===== src/rtl/lb_count_ctrl.sv =====
// lb_count_ctrl: sequencer for a cascade of 4-bit loadable up/down counter
// slices. It drives the chain's enable, load select, direction and carry-in,
// supplies the load data, and watches the chain's final carry-out for
// terminal count. The result is a one-shot or periodic interval timer.
//
// Optional build macro: LB_COUNT_CTRL_PRESCALE_EN
//   Adds parameter PRE_W and input PRESCALE. The chain then advances once
//   every PRESCALE+1 cycles while running.
//
// state | meaning
// IDLE  | chain disabled, waiting for START
// LOAD  | one cycle, chain loads the latched value
// RUN   | chain counts; reloads (periodic) or stops (one-shot) at terminal
// HALT  | one-shot finished, count held at terminal value, DONE high
module lb_count_ctrl #(
    parameter int SLICES = 4,
`ifdef LB_COUNT_CTRL_PRESCALE_EN
    parameter int PRE_W  = 8,
`endif
    localparam int W     = 4 * SLICES
) (
    input  logic         CK,
    input  logic         CD,
    input  logic         START,
    input  logic         STOP,
    input  logic         MODE,
    input  logic         DIR,
    input  logic [W-1:0] LOADVAL,
`ifdef LB_COUNT_CTRL_PRESCALE_EN
    input  logic [PRE_W-1:0] PRESCALE,
`endif
    input  logic         CO_IN,
    output logic         SP,
    output logic         SD,
    output logic         CON,
    output logic         CI,
    output logic [W-1:0] D,
    output logic         BUSY,
    output logic         DONE,
    output logic         TC
);

    typedef enum logic [1:0] {
        S_IDLE = 2'd0,
        S_LOAD = 2'd1,
        S_RUN  = 2'd2,
        S_HALT = 2'd3
    } state_t;

    state_t       state_q;
    logic         mode_q;
    logic         dir_q;
    logic [W-1:0] val_q;
    logic         tc_q;
    logic         tc;
    logic         tick;

    // Terminal count as seen by this direction: all ones up, zero down
    // (the chain's carry-out is active-low at zero when counting down).
    assign tc = dir_q ? ~CO_IN : CO_IN;

`ifdef LB_COUNT_CTRL_PRESCALE_EN
    logic [PRE_W-1:0] pre_val_q;
    logic [PRE_W-1:0] pre_q;
    logic [PRE_W-1:0] pre_d;

    assign tick = (pre_q == '0);

    // Prescale down-counter: reload at LOAD and on every tick, else count.
    always_comb begin
        pre_d = pre_q;
        if (state_q == S_LOAD) begin
            pre_d = pre_val_q;
        end else if (state_q == S_RUN) begin
            pre_d = tick ? pre_val_q : pre_q - 1'b1;
        end
    end

    // Prescale registers; the reload value is captured with the other START inputs.
    always_ff @(posedge CK or posedge CD) begin
        if (CD) begin
            pre_val_q <= '0;
            pre_q     <= '0;
        end else begin
            pre_q <= pre_d;
            if ((state_q == S_IDLE && START && !STOP) ||
                (state_q == S_HALT && START && !STOP)) begin
                pre_val_q <= PRESCALE;
            end
        end
    end
`else
    assign tick = 1'b1;
`endif

    // Main sequencer: state, latched configuration and the registered TC pulse.
    always_ff @(posedge CK or posedge CD) begin
        if (CD) begin
            state_q <= S_IDLE;
            mode_q  <= 1'b0;
            dir_q   <= 1'b0;
            val_q   <= '0;
            tc_q    <= 1'b0;
        end else begin
            tc_q <= 1'b0;
            case (state_q)
                S_IDLE: begin
                    if (START && !STOP) begin
                        mode_q  <= MODE;
                        dir_q   <= DIR;
                        val_q   <= LOADVAL;
                        state_q <= S_LOAD;
                    end
                end
                S_LOAD: begin
                    state_q <= STOP ? S_IDLE : S_RUN;
                end
                S_RUN: begin
                    if (STOP) begin
                        state_q <= S_IDLE;
                    end else if (tick && tc) begin
                        tc_q <= 1'b1;
                        if (!mode_q) begin
                            state_q <= S_HALT;
                        end
                    end
                end
                S_HALT: begin
                    if (STOP) begin
                        state_q <= S_IDLE;
                    end else if (START) begin
                        mode_q  <= MODE;
                        dir_q   <= DIR;
                        val_q   <= LOADVAL;
                        state_q <= S_LOAD;
                    end
                end
                default: state_q <= S_IDLE;
            endcase
        end
    end

    // Chain enable/load select. These must react in the same cycle to STOP
    // and to terminal count, so they are decoded combinationally.
    always_comb begin
        SP = 1'b0;
        SD = 1'b0;
        case (state_q)
            S_LOAD: begin
                SP = !STOP;
                SD = !STOP;
            end
            S_RUN: begin
                if (STOP) begin
                    SP = 1'b0;
                    SD = 1'b0;
                end else if (tick && tc) begin
                    // Periodic reloads instead of wrapping; one-shot freezes.
                    SP = mode_q;
                    SD = mode_q;
                end else begin
                    SP = tick;
                    SD = 1'b0;
                end
            end
            default: begin
                SP = 1'b0;
                SD = 1'b0;
            end
        endcase
    end

    assign CON  = ~dir_q;
    assign CI   = ~dir_q;
    assign D    = val_q;
    assign BUSY = (state_q == S_LOAD) || (state_q == S_RUN);
    assign DONE = (state_q == S_HALT);
    assign TC   = tc_q;

endmodule

===== config.mk =====
export PLATFORM = sky130hd
export DESIGN_NAME = lb_count_ctrl
export DESIGN_NICKNAME = d
export VERILOG_FILES = /design/src/rtl/lb_count_ctrl.sv
export SDC_FILE = /design/constraint.sdc
export NUM_CORES = 1
export LEC_CHECK = 0
export CAP_MARGIN = 20
export CELL_PAD_IN_SITES_DETAIL_PLACEMENT = 2
export CELL_PAD_IN_SITES_GLOBAL_PLACEMENT = 2
export CORE_AREA = 8 8 70 78
export DETAILED_ROUTE_END_ITERATION = 16
export DIE_AREA = 0 0 78 86
export PLACE_DENSITY_LB_ADDON = 0.1
export SYNTH_ARGS = -nofsm -noshare
export SYNTH_HDL_FRONTEND = slang
export SYNTH_SLANG_ARGS = --single-unit
export TNS_END_PERCENT = 50

===== constraint.sdc =====
create_clock -name CK -period 2.2 [get_ports CK]
set_clock_uncertainty 0.15 [all_clocks]
set_input_delay 0.33 -clock CK [delete_from_list [all_inputs] [get_ports CK]]
set_output_delay 0.33 -clock CK [all_outputs]
set_load 0.01 [all_outputs]

==> results.yml, run 1 <==
sta:
  setup_repair_after_global_routing_missed_its_margin: "no"
  finalHoldViolCount: 0
  fin_crit_sh_pct: 94.10
  max-slew-margin-rel_pct: 81.51
  totalNegativeSetupSlack_ns: 0
  slew_viol_final: 0
  report.final.setup_viol: 0
  fin_crit_ns: 2.070
  fmaxAchievable_mhz: 483.1
  max_slew.worst_pin.slew_ns: 0.2773
clock_network:
  cts_setup_buffers: 0
  clkTransAtPathRegs_ns: 0.07
  clk_latency_ns: 0.25
  h-tree-depth: 1
  cts_sinks: 21
  cts_buffers: 3
  tritoncts: "yes"
  clock_path_buffers: 2
  cts.root.buffer_cell: "sky130_fd_sc_hd__clkbuf_8"
global_routing:
  grt.overflow.total: 0
  grt_use_total_pct: 8.462
  antenna_found_initial: 0
  grt_util_met3_pct: 3.661
  met2_usage_pct: 14.30
  first_global_vias: 912
  grt_max_degree: 22
  grt.met1_usage_pct: 9.175
  grt.busiest_layer: "met2"
  grt_pass1_wl_um: 4540
worst_setup_path:
  critical_path_start_end_classification: "reg2out"
  cp_data_arrival_time_ns: 1.59
  worst_ep_required_time_ns: 1.72
  worst-r2r-setup-slack_ns: 0.47
  crit_path_cell_trace: "inv_1, ha_1, clkdlybuf4s50_1"
  r2r.worst_path.cells: 6
  critical_path.n_buffers_inverters: 2
  worst_setup_sp_type: "register"
  reg2reg_to: "D[3]$_DFFE_PP0P_"
  critical_path_sink_type: "output port"
  worst-path-max-fanout: 5
  critical-path-top-delay-family: "buffers and inverters"
  r2r_start: "state_q[1]$_DFFE_PP0P_"
  cp_slowest_cell: "sky130_fd_sc_hd__clkdlybuf4s50_1"
  cpPeakStageDelay_ns: 0.55
power_and_ir_drop:
  swShare_pct: 32.58
  p_seq_share_pct: 32.9
  report.power.total_mw: 2.082
  leakage_nw: 0.6969
  p_per_area_nw_per_um2: 1312
  power.net_switching_uw: 678.1
  power.share.clock_pct: 12.0
  combPwrFrac_pct: 55.1
  irDropWorstVdd_mv: 0.4386
  intPower_mw: 1.404
die:
  num_ports: 46
  effective_utilization_at_floorplan_pct: 24.00
  dieArea_sq_um: 6708
  coreArea_sq_um: 4192
  placement_rows: 25
  die_height_um: 86
  die-width_um: 78
logic_synthesis:
  average_cell_area_after_synthesis_sq_um: 14.17
  synth.top_cells.by_count: "21 x sky130_fd_sc_hd__dfrtp_1, 9 x sky130_fd_sc_hd__mux2_2, 8 x sky130_fd_sc_hd__mux2_4, 5 x sky130_fd_sc_hd__inv_1, 5 x sky130_fd_sc_hd__o21ai_0"
  yosysSeqAreaShare_pct: 52.24
  synth_area_leaders: "sky130_fd_sc_hd__dfrtp_1 52%, sky130_fd_sc_hd__mux2_4 12%, sky130_fd_sc_hd__mux2_2 10%, sky130_fd_sc_hd__ha_1 5.0%, sky130_fd_sc_hd__o21ai_0 2.5%"
  synth-seq-cells: 21
  synth_most_common_cell: "sky130_fd_sc_hd__dfrtp_1"
  netlist_instances: 71
  synthDistinctLibCells: 21
  synthFlopType: "sky130_fd_sc_hd__dfrtp_1"
  synth.net_count: 98
  yosysWarnings: 0
  synthDominantAreaCellType: "sky130_fd_sc_hd__dfrtp_1"
  ys_async_sr_fraction_pct: 100.0
  synthDominantCellAreaShare_pct: 52.24
  number_of_flops_mapped_to_enable_cells_by_yosys: 0
  netlist_area_sq_um: 1006
final_layout:
  drive_gt1_share_pct: 24.39
  fillers: 444
  antennaDiodeCount: 0
  final_util_pct: 37.85
  layout.nets: 151
  area_growth_syn_to_layout_pct: 57.71
  finished_layout_cell_area_sq_um: 1587
route:
  drt-vias-per-instance: 4.164
  drc: 0
  firstDrtPassIters: 2
  antenna_left: 0
  wl_per_cell_um: 15.16
  route.vias.total: 737
  wirelength_um: 2683
  violation_count_after_the_first_detailed_routing_iteration: 1
worst_hold_path:
  hold_path_class: "in2async"
placed_design:
  hpwlAfterDp_um: 2159
  placedInstanceArea_sq_um: 1546
  place_congestion: 0.6908
  port_buffers: 45
job:
  max-cap-violations: 0
status:
  status: "complete, no violations"
[routing by layer]
metal  vias to the layer above  part of all wire [%]  wire (um)
li1                        341                     -          -
met1                       367                    38       1025
met2                        24                    52       1397
met3                         5                   8.4        226
met4                         0                   1.3         35
met5                         -                     0          0
[repair_timing]
| action | in CTS | in global routing |
|---|---|---|
| hold buffers | 0 | 0 |
| endpoints found under the setup margin | 2 | 2 |
| resized for setup | 4 | 3 |
| cloned | 0 | 0 |
[flip-flops by register name, indices dropped and copies added, names as in the netlist]
signal   count
dir_q        1
mode_q       1
TC           1
D           16
state_q      2
[metrics by stage]
stage | hold WS, ns | worst slack (ns) | cells
global placement | 0.3398 | -0.1059 | 173
finish | 0.2517 | 0.1299 | 177
global route | 0.2773 | 0.01839 | 177
detailed placement | 0.3488 | -0.1821 | 173
floorplan | 0.1565 | 0.5526 | 71
CTS | 0.2637 | 0.002081 | 177
[worst max-delay path by stage]
stage	end	cells past startpoint	from
6_report	BUSY	3	state_q[1]$_DFFE_PP0P_
5_1_grt	SD	6	CO_IN
4_1_cts	SP	6	state_q[0]$_DFFE_PP0P_
3_3_place_gp	SP	5	CO_IN
3_5_place_dp	SP	5	CO_IN
2_1_floorplan	D[10]$_DFFE_PP0P_	6	state_q[1]$_DFFE_PP0P_
[layout make-up]
| type | instances | area [sq um] | area share, % |
|---|---|---|---|
| Sequential cell | 21 | 526.8 | 33.20 |
| Timing Repair Buffer | 50 | 494.2 | 31.15 |
| Multi-Input combinational cell | 43 | 434.2 | 27.37 |
| Tap cell | 54 | 67.56 | 4.259 |
| Clock buffer | 4 | 45.04 | 2.839 |
| Inverter | 5 | 18.77 | 1.183 |
[cell usage in the layout (no fill, tap or decap), types with 2 or more instances in the layout]
cell type / Yosys / final
sky130_fd_sc_hd__nand2_1: 3 / 3
sky130_fd_sc_hd__ha_1: 4 / 4
sky130_fd_sc_hd__mux2i_1: 2 / 2
sky130_fd_sc_hd__buf_4: 1 / 4
sky130_fd_sc_hd__mux2_4: 8 / 8
sky130_fd_sc_hd__and2b_1: 2 / 2
sky130_fd_sc_hd__mux2_2: 9 / 9
sky130_fd_sc_hd__clkdlybuf4s50_1: 0 / 43
sky130_fd_sc_hd__clkbuf_8: 0 / 3
sky130_fd_sc_hd__o21ai_0: 5 / 5
sky130_fd_sc_hd__inv_1: 5 / 5
sky130_fd_sc_hd__dfrtp_1: 21 / 20
[power groups by stage]
stage          Combinational [mW]  Clock, mW  Sequential [mW]
2_1_floorplan               0.534          0            0.753
3_3_place_gp                 1.16          0            0.683
3_5_place_dp                 1.19          0            0.694
4_1_cts                      1.18      0.261            0.691
5_1_grt                      1.25      0.282            0.713
6_report                     1.15      0.249            0.685
[cells by family after synthesis]
| kind of cell | after synthesis | synth area share (%) |
|---|---|---|
| compound gates | 7 | 3.856 |
| flops | 21 | 52.24 |
| xor+xnor | 1 | 0.8708 |
| fa+ha+maj | 4 | 4.975 |
| simple gates | 12 | 9.453 |
| buf+inv | 7 | 4.603 |
| mux | 19 | 24.01 |
[worst reg2reg max path: stages (launching register included)]
cell,delay (ns)
sky130_fd_sc_hd__dfrtp_2,0.43
sky130_fd_sc_hd__inv_1,0.10
sky130_fd_sc_hd__ha_1,0.24
sky130_fd_sc_hd__nor2_4,0.08
sky130_fd_sc_hd__nor2_8,0.09
sky130_fd_sc_hd__buf_12,0.18
sky130_fd_sc_hd__mux2_2,0.35
Note: power is estimated with default switching activity, not from simulation.
==> inputs of run 2 (changes only) <==
- ABC_AREA: not set -> 1
- CORE_AREA: 8 8 70 78 -> 8 8 75 83
- DIE_AREA: 0 0 78 86 -> 0 0 83 91
==> run 2 against run 1 <==
Compared with the run above:
- final cell count rose by 29%
- die area rose by 13%
- non-clock buffer count rose by 2
- via count rose by 31%
- synthesized area rose by 6.7%
- setup slack got worse by 0.036 ns
- synthesized cell count rose by 68%
- hold slack improved by 0.0082 ns
- critical path type unchanged
- first-iteration DRC count rose to 16 times the previous value
==> results.yml, run 2 <==
status:
  status: "complete, no violations"
global_routing:
  grt_pass1_wl_um: 5644
  antenna_found_initial: 0
  grt_max_degree: 25
  grt_use_total_pct: 8.843
  first_global_vias: 1176
  grt.overflow.total: 0
logic_synthesis:
  synth-seq-cells: 21
  yosysWarnings: 0
  synthAdderAreaFrac_pct: 4.662
  average_cell_area_after_synthesis_sq_um: 9.021
  synth_area_leaders: "sky130_fd_sc_hd__dfrtp_1 49%, sky130_fd_sc_hd__o21ai_2 14%, sky130_fd_sc_hd__nand2_1 11%, sky130_fd_sc_hd__inv_1 8.7%, sky130_fd_sc_hd__ha_1 4.7%"
  netlist_area_sq_um: 1074
  yosys-mux-area-fraction_pct: 0
  netlist_instances: 119
  ys_async_sr_fraction_pct: 100.0
  synthDistinctLibCells: 17
  synth_compound_area_share_pct: 18.41
  yosys.area_share.xor_xnor_pct: 0
  synth.top_cells.by_count: "31 x sky130_fd_sc_hd__nand2_1, 25 x sky130_fd_sc_hd__inv_1, 21 x sky130_fd_sc_hd__dfrtp_1, 17 x sky130_fd_sc_hd__o21ai_2"
  synth.net_count: 146
  synthDominantAreaCellType: "sky130_fd_sc_hd__dfrtp_1"
  number_of_flops_mapped_to_enable_cells_by_yosys: 0
  synth_top_family_by_area: "compound AO/OA/AOI/OAI gates"
  yosysSeqAreaShare_pct: 48.95
  post_synth_and_or_nand_nor_area_fraction_pct: 15.38
  synthDominantCellAreaShare_pct: 48.95
  synthFlopType: "sky130_fd_sc_hd__dfrtp_1"
  synth_most_common_cell: "sky130_fd_sc_hd__nand2_1"
power_and_ir_drop:
  irDropWorstVdd_mv: 0.3662
  p_per_area_nw_per_um2: 1146
  leakage_nw: 0.8112
  report.power.total_mw: 1.904
clock_network:
  clk_latency_ns: 0.26
  tritoncts: "yes"
  cts.root.buffer_cell: "sky130_fd_sc_hd__clkbuf_8"
  h-tree-depth: 1
  cts_setup_buffers: 0
  cts_buffers: 3
  cts_hold_repair.buffers: 0
  clkTransAtPathRegs_ns: 0.08
  cts_sinks: 21
  clock_path_buffers: 2
die:
  placement_rows: 27
  coreArea_sq_um: 4898
  dieArea_sq_um: 7553
  num_ports: 46
  die_height_um: 91
  effective_utilization_at_floorplan_pct: 21.92
  die-width_um: 83
sta:
  fin_crit_sh_pct: 95.73
  slew_viol_final: 0
  fmaxAchievable_mhz: 474.8
  fin_crit_ns: 2.106
  layout_setup_ws_ns: 0.09390
  finalHoldViolCount: 0
  setup_repair_after_global_routing_missed_its_margin: "yes"
  max_slew.worst_pin.slew_ns: 0.4577
  max-slew-margin-rel_pct: 69.41
  report.final.setup_viol: 0
worst_setup_path:
  worst-r2r-setup-slack_ns: 0.39
  cp_slowest_cell: "sky130_fd_sc_hd__clkdlybuf4s50_1"
  worst_ep_required_time_ns: 1.72
  critical_path_sink_type: "output port"
  crit_path_cell_trace: "inv_1, ha_1, clkdlybuf4s50_1"
  critical_path_start_end_classification: "reg2out"
  cpPeakStageDelay_ns: 0.54
  worst-path-max-fanout: 6
  cp_data_arrival_time_ns: 1.63
  worst_setup_sp_type: "register"
final_layout:
  area_growth_syn_to_layout_pct: 54.78
  drive_gt1_share_pct: 19.88
  largest_register_ffs: 16
  layout.nets: 199
  layout.cells.most_common: "sky130_fd_sc_hd__clkdlybuf4s50_1"
  mostFrequentLayoutCells: "43 x sky130_fd_sc_hd__clkdlybuf4s50_1, 31 x sky130_fd_sc_hd__nand2_1, 25 x sky130_fd_sc_hd__inv_1"
  antennaDiodeCount: 0
placed_design:
  place_congestion: 0.7433
  hpwlAfterDp_um: 2625
  port_buffers: 45
  preCtsSetupSlack_ns: -0.1106
route:
  violation_count_after_the_first_detailed_routing_iteration: 16
  drt-vias-per-instance: 4.223
  drc: 0
  firstDrtPassIters: 2
  route.vias.total: 967
  wirelength_um: 3152
  antenna_left: 0
  wl_per_cell_um: 13.76
job:
  max-cap-violations: 0
worst_hold_path:
  hold_path_class: "in2async"
run 2: cell types whose count changed after synthesis, sizes merged, moves of 3 or more:
cell | previous run | this run
inv | 5 | 26
mux2 | 17 | 0
nand2 | 3 | 32
o21ai | 5 | 19
nand3 | 0 | 3
run 2: worst paths after layout:
check	to	from	cells after the start
max in group asynchronous	D[7]$_DFFE_PP0P_	CD	3
setup reg to reg	D[4]$_DFFE_PP0P_	state_q[1]$_DFFE_PP0P_	6
setup / recovery	BUSY	state_q[1]$_DFFE_PP0P_	3
hold / removal	D[14]$_DFFE_PP0P_	CD	3
min in group CK	D[6]$_DFFE_PP0P_	D[6]$_DFFE_PP0P_	2
hold reg to reg	D[6]$_DFFE_PP0P_	D[6]$_DFFE_PP0P_	2
run 2: layer usage:
metal,share of wire [%],GRT usage [%],wire length (um)
met1,38,9.009,1198
met2,53,16.03,1676
met3,7.7,3.396,242
met4,1.1,3.079,35
met5,0,0,0
run 2: where the power goes:
group | internal [mW] | switching, mW | total, mW | leakage [nW]
Clock | 0.129 | 0.125 | 0.254 | 0.0228
Combinational | 0.525 | 0.472 | 0.997 | 0.527
Sequential | 0.556 | 0.0972 | 0.653 | 0.261
Total | 1.21 | 0.694 | 1.90 | 0.811
run 2: worst max-delay path, delay by kind of cell, from the launching register on:
family     cells  cell delay (ns)
buf+inv        2             0.63
flops          1             0.43
fa+ha+maj      1             0.30
run 2: layout make-up:
type	instances	area [sq um]
Multi-Input combinational cell	68	415.4
Tap cell	58	72.57
Sequential cell	21	525.5
Timing Repair Buffer	52	505.5
Fill cell	545	3237
Clock buffer	4	45.04
Inverter	26	97.59
run 2: what timing repair did:
item	CTS	global route
endpoints found under the hold margin	0	0
gates resized for setup	3	4
endpoints found under the setup margin	2	2
run 2: metrics by stage:
step / util, % / hold WS [ns] / cell area [sq um] / cells / TNS, ns
final: 33.92 / 0.2599 / 1662 / 229 / 0
after global routing: 33.92 / 0.3031 / 1662 / 229 / -0.01271
after CTS: 34.07 / 0.2693 / 1669 / 229 / 0
after detailed placement: 33.15 / 0.3288 / 1624 / 225 / -0.1537
after global placement: 33.15 / 0.3147 / 1624 / 225 / -0.009014
after floorplan: - / 0.1565 / 1074 / 119 / 0
run 2: cells by family (layout without fill, tap and decap cells):
kind of cell,Yosys count,after routing
buffers and inverters,30,82
and+or+nand+nor,41,41
adders and majority gates,4,4
DFF,21,21
AOI/OAI and AO/OA,23,23
==> inputs of run 3 (changes only) <==
- HOLD_SLACK_MARGIN: not set -> 0.08
- SLEW_MARGIN: not set -> 15
==> results of run 3 <==
No change in the layout: final DEF, timing and power equal those of run 2.
